===== src/rtl/hazard_ctrl_if.sv =====
// Decode-side hazard interface: the decode stage drives the instruction
// description and pipeline handshake and receives forwarding selects and lock.
interface hazard_ctrl_if #(
    parameter int REG_W = 5,
    parameter int CNT_W = 32
);
    logic             id_valid;
    logic [REG_W-1:0] rs1_addr;
    logic [REG_W-1:0] rs2_addr;
    logic             uses_rs1;
    logic             uses_rs2;
    logic [REG_W-1:0] rd;
    logic             rd_we;
    logic             is_load;
    logic             issue;
    logic             advance;
    logic             flush;
    logic [1:0]       rs1_sel;
    logic [1:0]       rs2_sel;
    logic             lock;
    logic [CNT_W-1:0] stall_count;

    modport master (
        output id_valid, rs1_addr, rs2_addr, uses_rs1, uses_rs2,
        output rd, rd_we, is_load, issue, advance, flush,
        input  rs1_sel, rs2_sel, lock, stall_count
    );

    modport slave (
        input  id_valid, rs1_addr, rs2_addr, uses_rs1, uses_rs2,
        input  rd, rd_we, is_load, issue, advance, flush,
        output rs1_sel, rs2_sel, lock, stall_count
    );
endinterface


===== src/rtl/hazard_ctrl.sv =====
// Hazard/forwarding controller for decode. A three-slot scoreboard tracks the
// destination registers of instructions in execute (S0), execute output (S1)
// and memory output (S2). Selects encode: 0=REG, 1=ALU, 2=EXE, 3=MEM.
module hazard_ctrl #(
    parameter int CNT_W = 32,
    parameter int REG_W = 5
) (
    input  logic        aclk,
    input  logic        areset,
    hazard_ctrl_if.slave hif
);
    localparam int SLOTS = 3;
    localparam int NSRC  = 2;

    localparam logic [1:0] SEL_REG = 2'd0;
    localparam logic [1:0] SEL_ALU = 2'd1;
    localparam logic [1:0] SEL_EXE = 2'd2;
    localparam logic [1:0] SEL_MEM = 2'd3;

    typedef struct packed {
        logic             v;
        logic [REG_W-1:0] rd;
        logic             ld;
    } slot_t;

    slot_t [SLOTS-1:0] sb;
    slot_t             s0_in;

    logic [NSRC-1:0][REG_W-1:0] src_addr;
    logic [NSRC-1:0]            src_use;
    logic [NSRC-1:0][1:0]       src_sel;
    logic [NSRC-1:0]            src_hitld;
    logic [CNT_W-1:0]           stall_cnt;

    // Entry presented to S0; x0 is never tracked and a flush kills it outright
    always_comb begin
        s0_in    = '0;
        s0_in.v  = hif.issue & hif.rd_we & (hif.rd != '0) & ~hif.flush;
        s0_in.rd = hif.rd;
        s0_in.ld = hif.is_load;
    end

    // Scoreboard shift on advance; flush alone still squashes S0
    always_ff @(posedge aclk or posedge areset) begin
        if (areset)
            sb <= '0;
        else if (hif.advance)
            sb <= {sb[1], sb[0], s0_in};
        else if (hif.flush)
            sb[0].v <= 1'b0;
    end

    assign src_addr = {hif.rs2_addr, hif.rs1_addr};
    assign src_use  = {hif.uses_rs2, hif.uses_rs1};

    for (genvar i = 0; i < NSRC; i++) begin : g_src
        logic [SLOTS-1:0] hit;
        logic [1:0]       sel;
        logic             hitld;

        // Per-slot address match for this source
        always_comb begin
            hit = '0;
            for (int s = 0; s < SLOTS; s++)
                hit[s] = sb[s].v & (sb[s].rd == src_addr[i]);
        end

        // Youngest producer wins; only S0/S1 loads can't be forwarded yet
        always_comb begin
            sel   = SEL_REG;
            hitld = 1'b0;
            if (src_use[i] && (src_addr[i] != '0)) begin
                if (hit[0]) begin
                    sel   = SEL_ALU;
                    hitld = sb[0].ld;
                end else if (hit[1]) begin
                    sel   = SEL_EXE;
                    hitld = sb[1].ld;
                end else if (hit[2]) begin
                    sel   = SEL_MEM;
                end
            end
        end

        assign src_sel[i]   = sel;
        assign src_hitld[i] = hitld;
    end

    assign hif.rs1_sel = src_sel[0];
    assign hif.rs2_sel = src_sel[1];
    assign hif.lock    = hif.id_valid & (|src_hitld);

    // Saturating count of locked cycles
    always_ff @(posedge aclk or posedge areset) begin
        if (areset)
            stall_cnt <= '0;
        else if (hif.lock && (stall_cnt != '1))
            stall_cnt <= stall_cnt + CNT_W'(1);
    end

    assign hif.stall_count = stall_cnt;
endmodule


===== src/flat_wrapper.sv =====
// flat-port wrapper written by rule: the top's interface ports become plain ports
module hazard_ctrl_flat 
#(
    parameter int CNT_W = 32,
    parameter int REG_W = 5
)
  (aclk, areset, hif_id_valid, hif_rs1_addr, hif_rs2_addr, hif_uses_rs1, hif_uses_rs2, hif_rd, hif_rd_we, hif_is_load, hif_issue, hif_advance, hif_flush, hif_rs1_sel, hif_rs2_sel, hif_lock, hif_stall_count);
  hazard_ctrl_if #(.REG_W(REG_W), .CNT_W(CNT_W)) hif_i ();
  input  logic aclk;
  input  logic areset;
  input wire logic [$bits(hif_i.id_valid)-1:0] hif_id_valid;
  input wire logic [$bits(hif_i.rs1_addr)-1:0] hif_rs1_addr;
  input wire logic [$bits(hif_i.rs2_addr)-1:0] hif_rs2_addr;
  input wire logic [$bits(hif_i.uses_rs1)-1:0] hif_uses_rs1;
  input wire logic [$bits(hif_i.uses_rs2)-1:0] hif_uses_rs2;
  input wire logic [$bits(hif_i.rd)-1:0] hif_rd;
  input wire logic [$bits(hif_i.rd_we)-1:0] hif_rd_we;
  input wire logic [$bits(hif_i.is_load)-1:0] hif_is_load;
  input wire logic [$bits(hif_i.issue)-1:0] hif_issue;
  input wire logic [$bits(hif_i.advance)-1:0] hif_advance;
  input wire logic [$bits(hif_i.flush)-1:0] hif_flush;
  output wire logic [$bits(hif_i.rs1_sel)-1:0] hif_rs1_sel;
  output wire logic [$bits(hif_i.rs2_sel)-1:0] hif_rs2_sel;
  output wire logic [$bits(hif_i.lock)-1:0] hif_lock;
  output wire logic [$bits(hif_i.stall_count)-1:0] hif_stall_count;
  assign hif_i.id_valid = hif_id_valid;
  assign hif_i.rs1_addr = hif_rs1_addr;
  assign hif_i.rs2_addr = hif_rs2_addr;
  assign hif_i.uses_rs1 = hif_uses_rs1;
  assign hif_i.uses_rs2 = hif_uses_rs2;
  assign hif_i.rd = hif_rd;
  assign hif_i.rd_we = hif_rd_we;
  assign hif_i.is_load = hif_is_load;
  assign hif_i.issue = hif_issue;
  assign hif_i.advance = hif_advance;
  assign hif_i.flush = hif_flush;
  assign hif_rs1_sel = hif_i.rs1_sel;
  assign hif_rs2_sel = hif_i.rs2_sel;
  assign hif_lock = hif_i.lock;
  assign hif_stall_count = hif_i.stall_count;
  hazard_ctrl #(.CNT_W(CNT_W), .REG_W(REG_W)) u_core (.aclk(aclk), .areset(areset), .hif(hif_i));
endmodule

===== config.mk =====
export PLATFORM = sky130hd
export DESIGN_NAME = hazard_ctrl_flat
export DESIGN_NICKNAME = d
export VERILOG_FILES = /design/src/rtl/hazard_ctrl_if.sv /design/src/rtl/hazard_ctrl.sv /design/src/flat_wrapper.sv
export SDC_FILE = /design/constraint.sdc
export NUM_CORES = 1
export LEC_CHECK = 0
export CORE_AREA = 5 5 104 106
export CTS_BUF_LIST = sky130_fd_sc_hd__clkbuf_8
export CTS_CLUSTER_SIZE = 24
export DETAILED_ROUTE_END_ITERATION = 10
export DIE_AREA = 0 0 109 111
export PLACE_DENSITY = 0.63
export SLEW_MARGIN = 20
export SYNTH_ARGS = -nofsm -noshare
export SYNTH_HDL_FRONTEND = slang
export SYNTH_SLANG_ARGS = --single-unit
export TNS_END_PERCENT = 100

===== constraint.sdc =====
create_clock -name aclk -period 3.97 [get_ports aclk]
set_input_delay 0.397 -clock aclk [delete_from_list [all_inputs] [get_ports aclk]]
set_output_delay 0.397 -clock aclk [all_outputs]
set_load 0.1 [all_outputs]

==> impl_metrics.json, run 1 <==
{
  "status": "finished clean",
  "initial_core_util_pct": 29.6,
  "rsz0062_at_grt": "false",
  "clkSinkCount": 52,
  "drtIter0Drc": 65,
  "worstRegToRegCells": 8,
  "syn_area_mm2": 0.00286,
  "power_mw": 1.06,
  "critPathRequiredTime_ns": 3.57,
  "cpPeakStageDelay_ns": 0.51,
  "die_x_um": 109,
  "worstSetupPathType": "in -> out",
  "place.gp.congestion": 0.863,
  "ys_ff_latch": 52,
  "crit_end": "hif_lock",
  "finalWirelength_um": 6870,
  "path_max_fanout": 17,
  "syn2layout_area_growth_pct": 29.2,
  "cts_resized": 0,
  "p_leak_nw": 1.41,
  "overflow": 0,
  "power_density_mw_per_mm2": 286,
  "cts_buffer_depth": 2,
  "grt_pass1_vias": 2352,
  "grt_max_degree": 53,
  "n_antenna_cell": 0,
  "vias": 2251,
  "core_mm2": 0.00968,
  "firstDrtPassIters": 4,
  "drv_slew": 0,
  "slew_headroom_pct": 30.5,
  "path_clk_slew_ns": 0.10,
  "io_pins": 62,
  "peakVddDrop_v": 0.000116,
  "period_share_pct": 76.0,
  "ys_types": 35,
  "clk-insertion-delay-late_ns": 0.30,
  "io_buffers": 61,
  "nets": 361,
  "synth-edff-count": 0,
  "die_h_um": 111,
  "hp-class": "reg -> reg",
  "netlist_top_cells_area": "dfrtp_1 (45%), xnor2_1 (14%), mux2_2 (7.5%)",
  "via_per_inst": 4.80,
  "yosys.area.top_type": "dfrtp_1",
  "holdWs_ns": 0.493,
  "cts_tree": "yes",
  "place_hpwl_um": 5180,
  "ys.flop_type": "dfrtp_1",
  "yosys_warnings": 0,
  "synthMostInstantiatedCell": "dfrtp_1",
  "cp-start-kind": "input pin",
  "cts_setup_buffers": 0,
  "synth.top_cell.area_share_pct": 45.4,
  "ant_nets": 0,
  "ys_async_sr_fraction_pct": 100,
  "fin_setup_tns_ns": 0,
  "fmax_ghz": 0.331,
  "gr-usage-all-layers_pct": 11.7,
  "avgRoutedWirePerCell_um": 14.6,
  "timing.rr.start": "u_core.sb[3]",
  "max_cap_viol_count": 0,
  "worstPathArrival_ns": 2.62,
  "endpoint_kind": "primary output",
  "clock_skew_ns": 0.0154,
  "numCtsBuffers": 5,
  "layout-drive-gt1-share_pct": 12.2,
  "syn_nets": 299,
  "startpoint": "hif_rs1_addr[1]",
  "slowest_stage": "clkdlybuf4s50_1",
  "grt_pass1_wl_um": 11600,
  "cp_cell_sequence": "clkdlybuf4s50_1 -> xor2_1 -> nor4_1 -> and3_2 -> mux2i_1 -> o32ai_4 -> buf_12",
  "setup_viol": 0,
  "syn_inst": 273,
  "postCtsHoldBufs": 0,
  "fp.dieArea_mm2": 0.0121,
  "fillers": 975,
  "avgSynthCellArea_um2": 10.5,
  "cts_root_buf": "clkbuf_8",
  "worstMarginPinSlew_ns": 1.04,
  "ff_latch_area_mm2": 0.00130,
  "ys_seq_area_share_pct": 45.4,
  "period_needed_ns": 3.02,
  "drc": 0,
  "finalHoldViolCount": 0,
  "reg2reg_slack_ns": 1.37,
  "netlist_top_cells_count": "dfrtp_1 (52), xnor2_1 (45), nand3_1 (25)",
  "dp_slack_ns": 0.893,
  "antenna_found_initial": 0,
  "std_cell_rows": 36,
  "multi_input_area_mm2": 0.00149,
  "timing.final.ws_setup_ns": 0.952,
  "htreeDepth": 2,
  "r2r_end": "u_core.hif.stall_count[16]"
}
-- cells in the final DEF, fill, tap and decap left out --
master / netlist / routed
or4_1: 2 / 2
o21ai_1: 1 / 1
nand4b_1: 1 / 1
nand3_1: 25 / 25
clkbuf_8: 0 / 6
xnor2_1: 45 / 45
mux2_4: 1 / 1
nor3_1: 10 / 10
clkdlybuf4s50_1: 0 / 56
clkinv_2: 0 / 1
buf_12: 0 / 1
or3_1: 1 / 1
nor2b_1: 2 / 2
nand2_1: 20 / 20
nand4bb_1: 1 / 1
nor4_1: 8 / 8
and3_2: 2 / 2
o32ai_4: 1 / 1
xor2_1: 16 / 16
inv_1: 4 / 4
dfrtp_1: 52 / 52
buf_4: 0 / 7
mux2_2: 19 / 19
a311oi_1: 1 / 1
a31oi_1: 1 / 1
nor3b_1: 1 / 1
o21ai_0: 1 / 1
a21oi_1: 4 / 4
ha_1: 1 / 1
mux2i_1: 2 / 2
nand4_1: 13 / 13
and3_1: 11 / 11
and4_1: 4 / 4
clkinvlp_4: 0 / 1
nor2_1: 12 / 12
and2_2: 1 / 1
or2_2: 1 / 1
-- per-stage QoR --
step | std cells | utilization, % | cell area [um^2]
final | 469 | 38.2 | 3700
after detailed placement | 461 | 37.2 | 3600
after global routing | 469 | 38.2 | 3700
after floorplan | 273 | - | 2860
after CTS | 469 | 38.2 | 3700
after global placement | 461 | 37.2 | 3600
-- layer usage --
metal | GRT usage, % | up-vias | routed length (um)
li1 | - | 1090 | -
met1 | 15.8 | 1081 | 3250
met2 | 18.2 | 69 | 3090
met3 | 3.26 | 11 | 426
met4 | 3.45 | 0 | 103
met5 | 0 | - | 0
-- kinds of logic after synthesis --
family,synth area share [%]
xor gates and xnor gates,18.7
and+or+nand+nor,21.7
adders and majority gates,0.437
DFF,45.4
muxes,8.69
buffers and inverters,2.58
AOI/OAI and AO/OA,2.53
-- worst min path at each step --
stage,startpoint,endpoint,slack [ns],cells past startpoint
after floorplan,hif_flush,u_core.sb[6],0.46,1
after global placement,u_core.hif.stall_count[9],u_core.hif.stall_count[9],0.49,1
after detailed placement,u_core.hif.stall_count[9],u_core.hif.stall_count[9],0.48,1
after CTS,u_core.hif.stall_count[31],u_core.hif.stall_count[31],0.50,1
after global routing,u_core.hif.stall_count[18],u_core.hif.stall_count[18],0.52,1
final,u_core.hif.stall_count[9],u_core.hif.stall_count[9],0.49,1
-- final cells by class --
type | instances | area share, %
inverters | 4 | 0.440
flip-flops and latches | 52 | 35.2
clock buffers | 6 | 2.23
well taps | 133 | 4.50
clock inverters | 2 | 0.304
repair buffers | 64 | 17.1
multi-input cells | 208 | 40.2
-- sequential cells by signal (all words and copies together) (netlist names) --
signal,count
u_core.hif.stall_count,32
u_core.sb,20
-- worst max-delay path: cells and delay by family --
kind,cells,cell delay (ns)
compound gates,1,0.43
xor+xnor,1,0.19
buf+inv,2,0.77
mux,1,0.11
simple gates,2,0.71
-- power breakdown --
part / internal (mW) / switching (mW) / leakage [nW]
logic: 0.0843 / 0.0743 / 0.678
registers: 0.558 / 0.0359 / 0.687
clock network: 0.139 / 0.167 / 0.0486
total: 0.781 / 0.277 / 1.41
Note: power is estimated with default switching activity, not from simulation.
==> run 2, diff against run 1 <==
==> constraint.sdc (replaced) <==
create_clock -name aclk -period 3.12 [get_ports aclk]
set_input_delay 0.312 -clock aclk [delete_from_list [all_inputs] [get_ports aclk]]
set_output_delay 0.312 -clock aclk [all_outputs]
set_load 0.1 [all_outputs]
==> run 2 against run 1 <==
  * Combinational power rose by 27%
  * Flip-flop and latch count did not move
  * Global-route usage fell by 0.19 points
  * Hold slack got worse by 0.16 ns
  * Die area did not move
==> impl_metrics.json, run 2 (same netlist as run 1, synthesis figures left out) <==
{
  "largest_reg_flops": 32,
  "firstDrtPassIters": 4,
  "grt_pass1_wl_um": 11500,
  "initial_core_util_pct": 29.6,
  "share_comb_of_total_power_pct": 13.6,
  "worstSetupPathType": "in -> out",
  "max_cap_viol_count": 0,
  "die_x_um": 109,
  "drv_slew": 0,
  "cts_root_buf": "clkbuf_8",
  "cts_resized": 0,
  "cts_buffer_depth": 2,
  "fmax_ghz": 0.372,
  "finalWirelength_um": 6860,
  "die_h_um": 111,
  "rsz0062_at_grt": "false",
  "grt_pass1_vias": 2291,
  "peakVddDrop_v": 0.000202,
  "netSwitchingFraction_pct": 24.0,
  "status": "finished clean",
  "clk-insertion-delay-late_ns": 0.31,
  "fp.dieArea_mm2": 0.0121,
  "worstMarginPinSlew_ns": 0.973,
  "numCtsBuffers": 5,
  "period_share_pct": 86.1,
  "p_leak_nw": 1.50,
  "clkSinkCount": 52,
  "io_buffers": 61,
  "layout-drive-gt1-share_pct": 20.8,
  "grt_max_degree": 33,
  "antenna_found_initial": 0,
  "clock_skew_ns": 0.0147,
  "gr-usage-all-layers_pct": 11.5,
  "clock_power_share_pct": 35.8,
  "syn2layout_area_growth_pct": 29.1,
  "internal-power_mw": 1.13,
  "cp-start-kind": "input pin",
  "via_per_inst": 4.74,
  "core_mm2": 0.00968,
  "hp-class": "in -> async",
  "period_needed_ns": 2.69,
  "critPathRequiredTime_ns": 2.81,
  "slowest_stage": "clkdlybuf4s50_1",
  "std_cell_rows": 36,
  "avgRoutedWirePerCell_um": 14.6,
  "holdWs_ns": 0.330,
  "io_pins": 62,
  "htreeDepth": 2,
  "cts_tree": "yes",
  "cp_cell_sequence": "clkdlybuf4s50_1 -> xor2_1 -> nor4_1 -> and3_2 -> mux2i_1 -> o32ai_4 -> buf_12",
  "endpoint_kind": "primary output",
  "multi_input_area_mm2": 0.00150,
  "p_sw_mw": 0.358,
  "drc": 0,
  "cts_setup_buffers": 0,
  "n_antenna_cell": 0,
  "layout_commonest_cell": "dfrtp_1",
  "worstPathArrival_ns": 2.37,
  "final_cell_mix": "dfrtp_1 (52), xnor2_1 (45), buf_4 (34)",
  "fillers": 961,
  "final_area_mm2": 0.00370,
  "overflow": 0,
  "fin_setup_tns_ns": 0,
  "path_max_fanout": 5,
  "drtIter0Drc": 98,
  "place_area_mm2": 0.00357,
  "slew_headroom_pct": 34.9,
  "postCtsHoldBufs": 0,
  "place.gp.congestion": 0.842,
  "path_clk_slew_ns": 0.09,
  "place_hpwl_um": 5250,
  "pwr-share-seq_pct": 50.6,
  "nets": 363,
  "cpPeakStageDelay_ns": 0.51,
  "ant_nets": 0,
  "power_density_mw_per_mm2": 403,
  "setup_viol": 0,
  "vias": 2230,
  "finalHoldViolCount": 0,
  "ff_latch_area_mm2": 0.00130
}
==> run 2: layout make-up <==
type / instances / area share [%]
Inverter: 4 / 0.406
Sequential cell: 52 / 35.2
Clock inverter: 2 / 1.62
Multi-Input combinational cell: 208 / 40.6
Timing Repair Buffer: 66 / 15.8
Clock buffer: 5 / 1.86
Tap cell: 133 / 4.50
==> run 2: final timing paths <==
kind,start,end,slack [ns],depth (start not counted)
setup / recovery,hif_rs1_addr[1],hif_lock,0.43,7
hold / removal,areset,u_core.sb[8],0.33,2
setup reg to reg,u_core.sb[2],u_core.hif.stall_count[20],0.76,8
hold reg to reg,u_core.hif.stall_count[9],u_core.hif.stall_count[9],0.50,1
max in group asynchronous,areset,u_core.hif.stall_count[1],2.04,3
min in group aclk,u_core.hif.stall_count[9],u_core.hif.stall_count[9],0.50,1
==> run 2: critical path, delay by kind of cell <==
family                    cells  cell delay (ns)
buffers and inverters         2             0.71
and+or+nand+nor               2             0.70
muxes                         1             0.28
xor gates and xnor gates      1             0.19
AOI/OAI and AO/OA             1             0.18
==> run 2: through the flow <==
step                      setup WS [ns]  power, mW  std cells  utilization (%)
after floorplan                   0.363      0.895        273                -
after global placement            0.395      0.969        463             36.8
after detailed placement          0.322      0.973        463             36.8
after CTS                         0.398       1.51        470             38.2
after global routing              0.357       1.56        470             38.2
final                             0.435       1.49        470             38.2
==> run 2: per-layer routing <==
metal / routed length (um) / global-route usage [%] / vias to the layer above
li1: - / - / 1095
met1: 3170 / 16.1 / 1076
met2: 3200 / 17.7 / 57
met3: 469 / 3.49 / 2
met4: 21 / 2.10 / 0
met5: 0 / 0 / -
==> run 2: power by group through the flow <==
stage          clock network [mW]  logic [mW]  registers, mW
4_1_cts                     0.545       0.206          0.755
2_1_floorplan                   0       0.124          0.771
3_5_place_dp                    0       0.204          0.769
6_report                    0.534       0.202          0.755
3_3_place_gp                    0       0.202          0.768
5_1_grt                     0.573       0.221          0.761
